## src/rtl/instr_reg_n_pkg.sv

```systemverilog
// Shared types and helpers for the instruction register (package ir_pkg).
// Holds the command/state enums and the lane-index width helper.
package ir_pkg;

    typedef enum logic [2:0] {
        IR_CLR  = 3'b000,
        IR_LOAD = 3'b001,
        IR_DEC  = 3'b010,
        IR_INC  = 3'b011,
        IR_AUTO = 3'b100
    } ir_funsel_e;

    typedef enum logic [1:0] {
        IR_IDLE = 2'd0,
        IR_FILL = 2'd1,
        IR_DONE = 2'd2
    } ir_state_e;

    // A single-lane register still needs a 1-bit lane index port.
    function automatic int lane_w(input int n);
        return (n <= 1) ? 1 : $clog2(n);
    endfunction

endpackage

```

## src/rtl/instr_reg_n_if.sv

```systemverilog
// Command/data bus between memory data path, control unit and instr_reg_n.
// Optional macro IR_PARITY_EN adds InParity / ParErr.
interface instr_reg_n_if #(
    parameter int BYTE_W    = 8,
    parameter int NUM_BYTES = 2
);
    import ir_pkg::*;

    localparam int OUT_W  = BYTE_W * NUM_BYTES;
    localparam int LANE_W = lane_w(NUM_BYTES);

    logic              E;
    logic [2:0]        FunSel;
    logic [LANE_W-1:0] Lane;
    logic [BYTE_W-1:0] Input;
    logic              InValid;
    logic [OUT_W-1:0]  IROut;
    logic              Ready;
    logic              Busy;
    logic [LANE_W-1:0] ByteCnt;
`ifdef IR_PARITY_EN
    logic              InParity;
    logic              ParErr;

    modport master (
        output E, FunSel, Lane, Input, InValid, InParity,
        input  IROut, Ready, Busy, ByteCnt, ParErr
    );
    modport slave (
        input  E, FunSel, Lane, Input, InValid, InParity,
        output IROut, Ready, Busy, ByteCnt, ParErr
    );
`else
    modport master (
        output E, FunSel, Lane, Input, InValid,
        input  IROut, Ready, Busy, ByteCnt
    );
    modport slave (
        input  E, FunSel, Lane, Input, InValid,
        output IROut, Ready, Busy, ByteCnt
    );
`endif

endinterface

```

## src/rtl/instr_reg_n_fill_ctrl.sv

```systemverilog
// Auto-fill sequencer: IDLE/FILL/DONE FSM, byte counter and lane-write strobe.
// Busy/Ready are registered alongside the state so outputs never glitch.
module ir_fill_ctrl
    import ir_pkg::*;
#(
    parameter  int NUM_BYTES = 2,
    localparam int LANE_W    = lane_w(NUM_BYTES)
) (
    input  logic              Clock,
    input  logic              Reset,
    input  logic              E,
    input  logic [2:0]        FunSel,
    input  logic              InValid,
    output logic              busy,
    output logic              ready,
    output logic [LANE_W-1:0] byte_cnt,
    output logic              fill_wr,
    output logic [LANE_W-1:0] fill_lane
);

    ir_state_e  state;
    ir_funsel_e cmd;
    logic       abort;
    logic       last_lane;

    assign cmd       = ir_funsel_e'(FunSel);
    assign abort     = E && (cmd == IR_CLR);
    assign last_lane = (byte_cnt == LANE_W'(NUM_BYTES - 1));
    // A clear in the same cycle as a valid byte wins, so the byte is dropped.
    assign fill_wr   = (state == IR_FILL) && InValid && !abort;
    assign fill_lane = byte_cnt;

    always_ff @(posedge Clock) begin
        if (Reset) begin
            state    <= IR_IDLE;
            busy     <= 1'b0;
            ready    <= 1'b0;
            byte_cnt <= '0;
        end else begin
            case (state)
                IR_FILL: begin
                    if (abort) begin
                        state    <= IR_IDLE;
                        busy     <= 1'b0;
                        byte_cnt <= '0;
                    end else if (InValid) begin
                        if (last_lane) begin
                            state    <= IR_DONE;
                            busy     <= 1'b0;
                            ready    <= 1'b1;
                            byte_cnt <= '0;
                        end else begin
                            byte_cnt <= byte_cnt + LANE_W'(1);
                        end
                    end
                end
                default: begin
                    if (E) begin
                        case (cmd)
                            IR_CLR, IR_LOAD, IR_DEC, IR_INC: begin
                                state <= IR_IDLE;
                                ready <= 1'b0;
                            end
                            IR_AUTO: begin
                                state    <= IR_FILL;
                                busy     <= 1'b1;
                                ready    <= 1'b0;
                                byte_cnt <= '0;
                            end
                            default: ;
                        endcase
                    end
                end
            endcase
        end
    end

endmodule

```

## src/rtl/instr_reg_n.sv

```systemverilog
// Byte-lane instruction register with clear/load/inc/dec and a sequenced auto-fill.
// Optional macro IR_PARITY_EN adds even-parity checking of auto-fill bytes (sticky ParErr).
module instr_reg_n
    import ir_pkg::*;
#(
    parameter int BYTE_W    = 8,
    parameter int NUM_BYTES = 2
) (
    input  logic          Clock,
    input  logic          Reset,
    instr_reg_n_if.slave  bus
);

    localparam int OUT_W  = BYTE_W * NUM_BYTES;
    localparam int LANE_W = lane_w(NUM_BYTES);

    logic [OUT_W-1:0]  ir_q;
    logic [OUT_W-1:0]  ir_d;
    logic              fill_busy;
    logic              fill_ready;
    logic [LANE_W-1:0] byte_cnt;
    logic              fill_wr;
    logic [LANE_W-1:0] fill_lane;
    logic              lane_en;
    logic [LANE_W-1:0] lane_sel;
    ir_funsel_e        cmd;
    logic              abort;

    assign cmd   = ir_funsel_e'(bus.FunSel);
    assign abort = bus.E && (cmd == IR_CLR);

    ir_fill_ctrl #(.NUM_BYTES(NUM_BYTES)) u_fill_ctrl (
        .Clock    (Clock),
        .Reset    (Reset),
        .E        (bus.E),
        .FunSel   (bus.FunSel),
        .InValid  (bus.InValid),
        .busy     (fill_busy),
        .ready    (fill_ready),
        .byte_cnt (byte_cnt),
        .fill_wr  (fill_wr),
        .fill_lane(fill_lane)
    );

    // While filling, only abort and the sequencer's lane writes touch the word.
    always_comb begin
        ir_d     = ir_q;
        lane_en  = 1'b0;
        lane_sel = bus.Lane;
        if (fill_busy) begin
            if (abort) begin
                ir_d = '0;
            end else if (fill_wr) begin
                lane_en  = 1'b1;
                lane_sel = fill_lane;
            end
        end else if (bus.E) begin
            case (cmd)
                IR_CLR, IR_AUTO: ir_d = '0;
                IR_LOAD:         lane_en = 1'b1;
                IR_DEC:          ir_d = ir_q - OUT_W'(1);
                IR_INC:          ir_d = ir_q + OUT_W'(1);
                default: ;
            endcase
        end
        // Out-of-range lane indices match no lane and so write nothing.
        for (int i = 0; i < NUM_BYTES; i++) begin
            if (lane_en && (lane_sel == LANE_W'(i))) begin
                ir_d[i*BYTE_W +: BYTE_W] = bus.Input;
            end
        end
    end

    always_ff @(posedge Clock) begin
        if (Reset) begin
            ir_q <= '0;
        end else begin
            ir_q <= ir_d;
        end
    end

    assign bus.IROut   = ir_q;
    assign bus.Ready   = fill_ready;
    assign bus.Busy    = fill_busy;
    assign bus.ByteCnt = byte_cnt;

`ifdef IR_PARITY_EN
    logic par_err_q;

    always_ff @(posedge Clock) begin
        if (Reset) begin
            par_err_q <= 1'b0;
        end else if (fill_busy) begin
            if (abort) begin
                par_err_q <= 1'b0;
            end else if (fill_wr && ((^bus.Input) != bus.InParity)) begin
                par_err_q <= 1'b1;
            end
        end else if (bus.E && ((cmd == IR_CLR) || (cmd == IR_AUTO))) begin
            par_err_q <= 1'b0;
        end
    end

    assign bus.ParErr = par_err_q;
`endif

endmodule

```

## src/flat_wrapper.sv

```systemverilog
// flat-port wrapper written by rule: the top's interface ports become plain ports
module instr_reg_n_flat import ir_pkg::*;
#(
    parameter int BYTE_W    = 8,
    parameter int NUM_BYTES = 2
)
  (Clock, Reset, bus_E, bus_FunSel, bus_Lane, bus_Input, bus_InValid, bus_IROut, bus_Ready, bus_Busy, bus_ByteCnt);
  instr_reg_n_if #(.BYTE_W(BYTE_W), .NUM_BYTES(NUM_BYTES)) bus_i ();
  input  logic Clock;
  input  logic Reset;
  input wire logic [$bits(bus_i.E)-1:0] bus_E;
  input wire logic [$bits(bus_i.FunSel)-1:0] bus_FunSel;
  input wire logic [$bits(bus_i.Lane)-1:0] bus_Lane;
  input wire logic [$bits(bus_i.Input)-1:0] bus_Input;
  input wire logic [$bits(bus_i.InValid)-1:0] bus_InValid;
  output wire logic [$bits(bus_i.IROut)-1:0] bus_IROut;
  output wire logic [$bits(bus_i.Ready)-1:0] bus_Ready;
  output wire logic [$bits(bus_i.Busy)-1:0] bus_Busy;
  output wire logic [$bits(bus_i.ByteCnt)-1:0] bus_ByteCnt;
  assign bus_i.E = bus_E;
  assign bus_i.FunSel = bus_FunSel;
  assign bus_i.Lane = bus_Lane;
  assign bus_i.Input = bus_Input;
  assign bus_i.InValid = bus_InValid;
  assign bus_IROut = bus_i.IROut;
  assign bus_Ready = bus_i.Ready;
  assign bus_Busy = bus_i.Busy;
  assign bus_ByteCnt = bus_i.ByteCnt;
  instr_reg_n #(.BYTE_W(BYTE_W), .NUM_BYTES(NUM_BYTES)) u_core (.Clock(Clock), .Reset(Reset), .bus(bus_i));
endmodule
```

## config.mk

```make
export PLATFORM = sky130hd
export DESIGN_NAME = instr_reg_n_flat
export DESIGN_NICKNAME = d
export VERILOG_FILES = /design/src/rtl/instr_reg_n_pkg.sv /design/src/rtl/instr_reg_n_if.sv /design/src/rtl/instr_reg_n_fill_ctrl.sv /design/src/rtl/instr_reg_n.sv /design/src/flat_wrapper.sv
export SDC_FILE = /design/constraint.sdc
export NUM_CORES = 1
export LEC_CHECK = 0
export ABC_AREA = 1
export BUFFER_PORTS_ARGS = -buffer_cell sky130_fd_sc_hd__buf_2
export CAP_MARGIN = 15
export CORE_MARGIN = 4
export CORE_UTILIZATION = 30
export CTS_CLUSTER_DIAMETER = 120
export DETAILED_ROUTE_END_ITERATION = 8
export PLACE_DENSITY = 0.56
export SLEW_MARGIN = 15
export SYNTH_ARGS = -nofsm -noshare
export SYNTH_HDL_FRONTEND = slang
export SYNTH_HIERARCHICAL = 1
export SYNTH_SLANG_ARGS = --single-unit
```

## constraint.sdc

```tcl
create_clock -name Clock -period 3.05 [get_ports Clock]
set_clock_uncertainty 0.15 [all_clocks]
set_input_delay 0.7625 -clock Clock [delete_from_list [all_inputs] [get_ports Clock]]
set_output_delay 0.7625 -clock Clock [all_outputs]
set_load 0.005 [all_outputs]
```

==> results of run 1 <==
## layout by cell type (no fill, tap or decap), drive strengths merged
master,synthesis,routed
dfxtp,21,21
nor3,1,1
or2,2,2
inv,69,69
and3,1,1
o21bai,1,1
ha,17,17
xor2,1,1
o21ai,5,5
and2,3,3
nand3b,6,6
fa,1,1
a21oi,25,25
clkbuf,1,3
nand4,5,5
nand3,49,49
nand2,130,130
buf,3,35
xnor2,1,1
clkinvlp,0,1
nor2,26,26
## final timing paths
path | depth (start not counted) | slack, ns | to | startpoint
worst max register to register | 14 | 1.13 | u_core/bus.IROut[10]$_SDFFE_PP0P_ | u_core/u_fill_ctrl/state[1]$_SDFFE_PP0P_
worst min register to register | 2 | 0.32 | u_core/u_fill_ctrl/ready$_SDFFE_PP0P_ | u_core/u_fill_ctrl/ready$_SDFFE_PP0P_
worst min-delay path | 2 | 0.32 | u_core/u_fill_ctrl/ready$_SDFFE_PP0P_ | u_core/u_fill_ctrl/ready$_SDFFE_PP0P_
worst max-delay path | 13 | 0.56 | u_core/bus.IROut[15]$_SDFFE_PP0P_ | bus_FunSel[2]
## power by group through the flow
stage	clock, µW	combinational, µW	sequential [µW]
final	208	371	307
after global routing	228	428	310
after CTS	218	371	308
after detailed placement	0	369	314
after global placement	0	366	314
after floorplan	0	275	311
## cell families (layout without fill, tap and decap cells)
kind of cell	after synthesis	in the layout	synth area share
XOR/XNOR	2	2	0.00816
AO/OA/AOI/OAI	31	31	0.0805
adder cells (fa/ha/maj)	18	18	0.108
buffers and inverters	73	108	0.131
flip-flops	21	21	0.196
AND/OR/NAND/NOR	223	223	0.476
## metal layers
metal | up-vias | track usage | part of all wire | wire (µm)
li1 | 1227 | - | - | -
met1 | 1011 | 0.185 | 0.49 | 2960
met2 | 44 | 0.260 | 0.48 | 2880
met3 | 2 | 0.0219 | 0.031 | 189
met4 | 0 | 0.0210 | 0.0031 | 19
met5 | - | 0 | 0 | 0
## cell type report
| type | count | area share |
|---|---|---|
| clock inverter | 1 | 0.00304 |
| multi-input combinational | 274 | 0.585 |
| sequential | 21 | 0.170 |
| tap | 96 | 0.0486 |
| inverter | 69 | 0.105 |
| clock buffer | 3 | 0.0167 |
| timing repair buffer | 35 | 0.0719 |
## through the flow
step           cells  area [µm²]
2_1_floorplan    368        2150
3_3_place_gp     495        2420
4_1_cts          499        2470
5_1_grt          499        2470
6_report         499        2470
3_5_place_dp     495        2420
## worst min-delay path: stages (launching register included)
cell and delay, ns:
dfxtp_1 0.32, nand2_1 0.06, a21oi_1 0.05
## synthesized netlist by cell type
master and number:
ha_1 17, o21ai_0 4, inv_2 8, nand2_2 6
fa_1 1, nand4_1 5, xnor2_1 1, nor2_4 1
xor2_1 1, nor2_1 21, nand3_2 2, nand2_4 4
inv_1 61, or2_2 2, nor3_1 1, clkbuf_1 1
o21ai_1 1, a21oi_1 21, nand2_1 120, nor2_2 4
and3_1 1, o21bai_1 1, and2_1 3, nand3_1 47
nand3b_1 6, buf_4 1, dfxtp_1 21, a21oi_2 4
buf_2 2
## state kept, by name, indices dropped and copies added (netlist names)
| name | flops |
|---|---|
| u_core/u_fill_ctrl/byte_cnt | 1 |
| u_core/u_fill_ctrl/busy | 1 |
| u_core/u_fill_ctrl/state | 2 |
| u_core/u_fill_ctrl/ready | 1 |
| u_core/bus.IROut | 16 |
==> flow_summary.json, run 1 <==
{
  "synth_cell_type_count": 29,
  "die_h_um": 92.6,
  "dieArea_um2": 8570,
  "power.share.sequential": 0.346,
  "path_max_fanout": 19,
  "dp_slack_ns": 0.284,
  "ant_nets": 0,
  "io_pins": 35,
  "vias": 2284,
  "grt_max_degree": 20,
  "cts_resized": 0,
  "numPortBuffers": 34,
  "max_clock_freq_ghz": 0.401,
  "grt_use_total": 0.145,
  "start_kind": "input port",
  "ctsLongestPathBuffers": 2,
  "ys_top_cells_by_area": "nand2_1 (21%), dfxtp_1 (20%), nand3_1 (11%)",
  "critPathMaxStageDelay_ns": 0.39,
  "hold_viol_final": 0,
  "drtPass1Iterations": 4,
  "whs_ns": 0.320,
  "cts_root_buf": "clkbuf_8",
  "grt-ovfl-total": 0,
  "cts.htree.levels": 1,
  "rows": 30,
  "grt_pass1_wl_mm": 10.1,
  "synth_nets": 402,
  "slew_headroom": 0.661,
  "endpoint_kind": "flop",
  "crit_type": "input port to flop",
  "required_ns": 3.06,
  "drc": 0,
  "antenna_found_initial": 0,
  "crit_chain": "buf_2 > inv_1 > nand3_1 > buf_4 > ha_1 > nand2_1 > nor2_1 > and2_1 > nand2_1 > nand2_1 > nand2_1 > nand3_1 > a21oi_2",
  "synth_top_area_share": 0.210,
  "hold_class": "flop to flop",
  "yosys_warnings": 6,
  "utilization": 0.360,
  "cap_viol_max_count": 0,
  "p_per_area_nw_per_um2": 359,
  "fin_crit_ns": 2.49,
  "leakage_uw": 0.00137,
  "p_int_uw": 520,
  "area_growth_pct": 15.2,
  "clockPowerShare": 0.235,
  "grt_pass1_vias": 2212,
  "switchingPower_uw": 367,
  "cpLargestDelayFamily": "simple AND/OR/NAND/NOR gates",
  "ys_ff_latch": 21,
  "core_um2": 6870,
  "min_period_over_period": 0.818,
  "wl_per_cell_um": 12.1,
  "tightest_slew_ns": 0.507,
  "clock-sinks": 21,
  "post-cts-setup-buffers": 0,
  "outcome": "finished, final reports clean",
  "clock_latency_ns": 0.27,
  "regArea_um2": 420,
  "hold_buffers": 0,
  "dieWidth_um": 92.6,
  "nNetsFinal": 438,
  "vdd_drop_max_v": 0.000146,
  "slowest_stage": "ha_1",
  "synthCells": 368,
  "grt_setup_unrepaired": "false",
  "finalSetupViolations": 0,
  "cts.reportedPaths.clkPinSlew_ns": 0.09,
  "netlist_area_um2": 2150,
  "synth-seq-area-share": 0.196,
  "cts_buffers": 3,
  "place_hpwl_mm": 4.87,
  "worstPathBufferInverterCount": 3,
  "initial_core_util": 0.312,
  "routed_wl_mm": 6.04,
  "avgSynthCellArea_um2": 5.83,
  "swShare": 0.414,
  "drt_iter0_drc": 75,
  "cts_tree": "done",
  "vias_per_cell": 4.58,
  "fin_ws_ns": 0.556,
  "finalSetupTns_ns": 0,
  "yosysTopAreaCell": "nand2_1",
  "multi_input_area_um2": 1450,
  "final_layout_size_suffix_gt1_frac": 0.174,
  "antenna_cells": 0,
  "drv_slew": 0,
  "power_uw": 887,
  "p_comb_frac": 0.419,
  "crit_top_cell": "nand2_1",
  "num-fill-cells": 752,
  "routabilityCongestion": 0.877,
  "cp.arrival_ns": 2.50
}
No activity file was read; power rests on OpenSTA's default activity.
==> inputs of run 2 (changes only) <==
--- a/config.mk
+++ b/config.mk
@@ -12,7 +12,7 @@
 export CORE_UTILIZATION = 30
 export CTS_CLUSTER_DIAMETER = 120
 export DETAILED_ROUTE_END_ITERATION = 8
-export PLACE_DENSITY = 0.56
+export PLACE_DENSITY = 0.57
 export SLEW_MARGIN = 15
 export SYNTH_ARGS = -nofsm -noshare
 export SYNTH_HDL_FRONTEND = slang
==> constraint.sdc (replaced) <==
create_clock -name Clock -period 2.18 [get_ports Clock]
set_clock_uncertainty 0.15 [all_clocks]
set_input_delay 0.545 -clock Clock [delete_from_list [all_inputs] [get_ports Clock]]
set_output_delay 0.545 -clock Clock [all_outputs]
set_load 0.005 [all_outputs]
==> flow_summary.json, run 2 (synthesis gave the netlist of run 1 again) <==
{
  "finalSetupViolations": 0,
  "critPathMaxStageDelay_ns": 0.29,
  "hold_class": "flop to flop",
  "nNetsFinal": 467,
  "whs_ns": 0.317,
  "routabilityCongestion": 0.852,
  "dieArea_um2": 8570,
  "wl_met2_mm": 3.10,
  "drv_slew": 0,
  "utilization": 0.439,
  "worstSetupPathDepth": 12,
  "routed_wl_mm": 6.68,
  "final_cell_mix": "nand2_1 (105), inv_1 (57), nand3_1 (44), buf_2 (34), buf_4 (26)",
  "required_ns": 2.24,
  "cts_root_buf": "clkbuf_8",
  "vdd_drop_max_v": 0.000221,
  "max_clock_freq_ghz": 0.479,
  "ant_nets": 0,
  "die_h_um": 92.6,
  "cap_viol_max_count": 0,
  "initial_core_util": 0.312,
  "io_pins": 35,
  "worstPathBufferInverterCount": 3,
  "dieWidth_um": 92.6,
  "cts_tree": "done",
  "grt-ovfl-total": 0,
  "outcome": "finished, final reports clean",
  "place_hpwl_mm": 5.27,
  "crit_type": "input port to flop",
  "r2r_cells": 13,
  "leakage_uw": 0.00155,
  "ctsLongestPathBuffers": 2,
  "whs_path_depth": 2,
  "clock-sinks": 21,
  "fin_crit_ns": 2.09,
  "vias": 2413,
  "rows": 30,
  "tightest_slew_ns": 0.288,
  "wirelength_met1_mm": 3.21,
  "numPortBuffers": 34,
  "grt_max_degree": 15,
  "grt_pass1_wl_mm": 10.6,
  "grt_use_total": 0.155,
  "largest_reg_flops": 16,
  "final_layout_size_suffix_gt1_frac": 0.345,
  "vias_per_cell": 4.57,
  "multi_input_area_um2": 1720,
  "grt_pass1_vias": 2255,
  "hold_viol_final": 0,
  "top_layer": "met4",
  "antenna_cells": 0,
  "antenna_found_initial": 0,
  "endpoint_kind": "flop",
  "cts.reportedPaths.clkPinSlew_ns": 0.09,
  "start_kind": "input port",
  "drc": 0,
  "p_per_area_nw_per_um2": 472,
  "slew_headroom": 0.808,
  "cts_buffers": 3,
  "num-fill-cells": 735,
  "area_growth_pct": 40.5,
  "cpLargestDelayFamily": "simple AND/OR/NAND/NOR gates",
  "cp.arrival_ns": 2.15,
  "drt_iter0_drc": 100,
  "path_max_fanout": 6,
  "min_period_over_period": 0.957,
  "wl_per_cell_um": 12.7,
  "drtPass1Iterations": 4,
  "regArea_um2": 420,
  "hold_buffers": 0,
  "slowest_stage": "ha_4",
  "wl_met3_um": 286,
  "cts.htree.levels": 1,
  "clock_latency_ns": 0.28,
  "core_um2": 6870,
  "final_common_cell": "nand2_1",
  "crit_chain": "buf_2 > inv_2 > nand3_4 > clkbuf_16 > ha_4 > nand2_1 > nand3b_1 > nand2_2 > nand2_1 > nand3_1 > nand3_1 > a21oi_1"
}
-- run 2: changes by cell type in the layout (fill, tap and decap cells not counted), sizes merged --
cell	before	now
buf	35	63
clkbuf	3	4
clkinv	0	1
clkinvlp	1	0
-- run 2: path summary, 6_finish.rpt --
check / startpoint / slack (ns) / end
hold reg to reg: u_core/u_fill_ctrl/ready$_SDFFE_PP0P_ / 0.32 / u_core/u_fill_ctrl/ready$_SDFFE_PP0P_
setup reg to reg: u_core/u_fill_ctrl/state[0]$_SDFFE_PP0P_ / 0.28 / u_core/bus.IROut[14]$_SDFFE_PP0P_
setup / recovery: bus_FunSel[2] / 0.09 / u_core/bus.IROut[9]$_SDFFE_PP0P_
hold / removal: u_core/u_fill_ctrl/ready$_SDFFE_PP0P_ / 0.32 / u_core/u_fill_ctrl/ready$_SDFFE_PP0P_
-- run 2: per-stage QoR --
step           TNS [ns]  cell area [µm²]  cells  power, µW  setup WS [ns]
2_1_floorplan         0             2160    368        823        0.00244
3_3_place_gp      -3.61             2650    521       1020         -0.332
3_5_place_dp      -4.07             2650    521       1030         -0.349
4_1_cts               0             2740    527       1330         0.0858
5_1_grt        -0.00874             3010    528       1520       -0.00619
6_report              0             3010    528       1420         0.0938
-- run 2: worst reg2reg max path: stages (launching register included) --
cell and delay (ns):
dfxtp_1 0.37, nand2_2 0.12, inv_2 0.09, and3_1 0.16, nand2_1 0.05, inv_1 0.12, nand2_4 0.08, nand2_4 0.10
inv_2 0.05, nor2_4 0.22, nand2_1 0.09, nand2_1 0.09, inv_2 0.04, a21oi_2 0.11
-- run 2: cell type report --
class / count / share of cell area
multi-input cells: 274 / 0.572
repair buffers: 64 / 0.148
flip-flops and latches: 21 / 0.139
well taps: 96 / 0.0399
inverters: 69 / 0.0859
clock inverters: 1 / 0.00166
clock buffers: 3 / 0.0137
-- run 2: power breakdown --
group | internal, µW | switching (µW) | leakage, µW
sequential | 406 | 31.3 | 0.000171
clock | 129 | 160 | 0.0000255
combinational | 306 | 391 | 0.00135
-- run 2: routing by layer --
| metal | global-route usage | vias to the layer above |
|---|---|---|
| met5 | 0 | - |
| li1 | - | 1284 |
| met3 | 0.0301 | 8 |
| met2 | 0.266 | 39 |
| met1 | 0.199 | 1082 |
| met4 | 0.0384 | 0 |
-- run 2: timing repair --
item | in CTS | in global routing
pin swaps | 1 | 16
buffers inserted | 2 | 0
cloned | 0 | 1
endpoints found under the setup margin | 8 | 8
gates resized for setup | 1 | 51
==> inputs of run 3 (changes only) <==
--- a/config.mk
+++ b/config.mk
@@ -13,7 +13,6 @@
 export CTS_CLUSTER_DIAMETER = 120
 export DETAILED_ROUTE_END_ITERATION = 8
 export PLACE_DENSITY = 0.57
-export SLEW_MARGIN = 15
 export SYNTH_ARGS = -nofsm -noshare
 export SYNTH_HDL_FRONTEND = slang
 export SYNTH_HIERARCHICAL = 1
==> constraint.sdc (replaced) <==
create_clock -name Clock -period 2.18 [get_ports Clock]
set_clock_uncertainty 0.15 [all_clocks]
set_input_delay 0.109 -clock Clock [delete_from_list [all_inputs] [get_ports Clock]]
set_output_delay 0.109 -clock Clock [all_outputs]
set_load 0.005 [all_outputs]
==> flow_summary.json, run 3 (synthesis gave the netlist of run 1 again) <==
{
  "dp_slack_ns": 0.121,
  "vdd_drop_max_v": 0.000198,
  "endpoint": "u_core/bus.IROut[10]$_SDFFE_PP0P_",
  "cts_root_buf": "clkbuf_8",
  "antenna_cells": 0,
  "nNetsFinal": 439,
  "max_clock_freq_ghz": 0.507,
  "cap_viol_max_count": 0,
  "cts_tree": "done",
  "fin_crit_ns": 1.97,
  "ctsLongestPathBuffers": 2,
  "min_period_over_period": 0.905,
  "initial_core_util": 0.312,
  "place_hpwl_mm": 4.99,
  "routed_wl_mm": 6.18,
  "drtPass1Iterations": 4,
  "cp.arrival_ns": 2.02,
  "tightest_slew_ns": 0.542,
  "rr_endpoint": "u_core/bus.IROut[10]$_SDFFE_PP0P_",
  "post-cts-setup-buffers": 0,
  "hold_buffers": 0,
  "wl_per_cell_um": 12.4,
  "start_kind": "flop",
  "routabilityCongestion": 0.862,
  "r2r_cells": 13,
  "startpoint": "u_core/u_fill_ctrl/state[0]$_SDFFE_PP0P_",
  "grt_pass1_wl_mm": 10.1,
  "drt_iter0_drc": 125,
  "largest_reg_flops": 16,
  "leakage_uw": 0.00139,
  "endpoint_kind": "flop",
  "grt_pass1_vias": 2176,
  "hold_class": "input port to flop",
  "cts.reportedPaths.clkPinSlew_ns": 0.09,
  "cts_resized": 0,
  "dieWidth_um": 92.6,
  "io_pins": 35,
  "slowest_stage": "dfxtp_1",
  "crit_type": "flop to flop",
  "core_um2": 6870,
  "drv_slew": 0,
  "dieArea_um2": 8570,
  "grt-ovfl-total": 0,
  "final_cell_mix": "nand2_1 (120), inv_1 (61), nand3_1 (46), buf_2 (34)",
  "vias_per_cell": 4.66,
  "grt_setup_unrepaired": "false",
  "die_h_um": 92.6,
  "path_max_fanout": 8,
  "rows": 30,
  "antenna_found_initial": 0,
  "slew_headroom": 0.638,
  "numPortBuffers": 34,
  "required_ns": 2.22,
  "outcome": "finished, final reports clean",
  "final_layout_size_suffix_gt1_frac": 0.178,
  "vias": 2328,
  "ant_nets": 0,
  "num-fill-cells": 806,
  "whs_ns": 0.0227,
  "clock-sinks": 21,
  "finalSetupTns_ns": 0,
  "hold_viol_final": 0,
  "drc": 0,
  "finalSetupViolations": 0,
  "p_per_area_nw_per_um2": 495,
  "fin_ws_ns": 0.207,
  "cts_buffers": 3,
  "crit_chain": "nand2_2 > inv_2 > and3_1 > nand2_1 > inv_1 > nand2_4 > nand2_4 > inv_2 > nor2_4 > nand2_1 > nand2_1 > inv_1 > a21oi_1",
  "r2r_slack_ns": 0.21,
  "final_common_cell": "nand2_1",
  "critPathMaxStageDelay_ns": 0.36,
  "clock_latency_ns": 0.26,
  "grt_use_total": 0.147,
  "utilization": 0.363,
  "rr_startpoint": "u_core/u_fill_ctrl/state[0]$_SDFFE_PP0P_",
  "crit_top_cell": "nand2_1",
  "area_growth_pct": 16.2,
  "cts.htree.levels": 1,
  "grt_max_degree": 19
}
run 3: cell count changes in the layout (fill, tap and decap cells not counted), sizes merged:
cell and change:
clkbuf -1, buf -27
run 3: stage by stage:
step / cell area [µm²] / cells / total power [µW]
final: 2490 / 500 / 1230
after global routing: 2490 / 500 / 1350
after CTS: 2490 / 500 / 1250
after detailed placement: 2450 / 496 / 965
after global placement: 2450 / 496 / 960
after floorplan: 2150 / 368 / 820
run 3: critical path: cells and delay by family (launching register included):
| kind | cells | cell delay, ns |
|---|---|---|
| buffers and inverters | 4 | 0.30 |
| flip-flops | 1 | 0.36 |
| AO/OA/AOI/OAI | 1 | 0.13 |
| AND/OR/NAND/NOR | 8 | 0.96 |
run 3: per-layer routing:
metal | track usage | up-vias | share of wire
li1 | - | 1232 | -
met1 | 0.200 | 1037 | 0.49
met2 | 0.248 | 57 | 0.46
met3 | 0.0252 | 2 | 0.052
met4 | 0.0210 | 0 | 0.0037
met5 | 0 | - | 0
run 3: how the worst min path moves through the flow:
stage,startpoint,to,cells after the start
floorplan,Reset,u_core/bus.IROut[10]$_SDFFE_PP0P_,1
global placement,bus_Input[0],u_core/bus.IROut[8]$_SDFFE_PP0P_,5
detailed placement,bus_Input[0],u_core/bus.IROut[8]$_SDFFE_PP0P_,5
CTS,bus_Input[0],u_core/bus.IROut[8]$_SDFFE_PP0P_,5
global route,bus_InValid,u_core/u_fill_ctrl/state[1]$_SDFFE_PP0P_,3
finish,bus_Input[0],u_core/bus.IROut[8]$_SDFFE_PP0P_,5
run 3: report_power, final:
| group | internal, µW | switching, µW | leakage (µW) | total (µW) |
|---|---|---|---|---|
| Clock | 128 | 145 | 0.0000255 | 272 |
| Combinational | 195 | 338 | 0.00119 | 533 |
| Sequential | 406 | 23.7 | 0.000171 | 430 |
run 3: cell type report:
class	instances	area (µm²)	share of cell area
clock inverters	1	5.00	0.00201
flip-flops and latches	21	420	0.169
clock buffers	3	41.3	0.0166
inverters	69	259	0.104
well taps	96	120	0.0482
repair buffers	36	198	0.0793
multi-input cells	274	1450	0.582
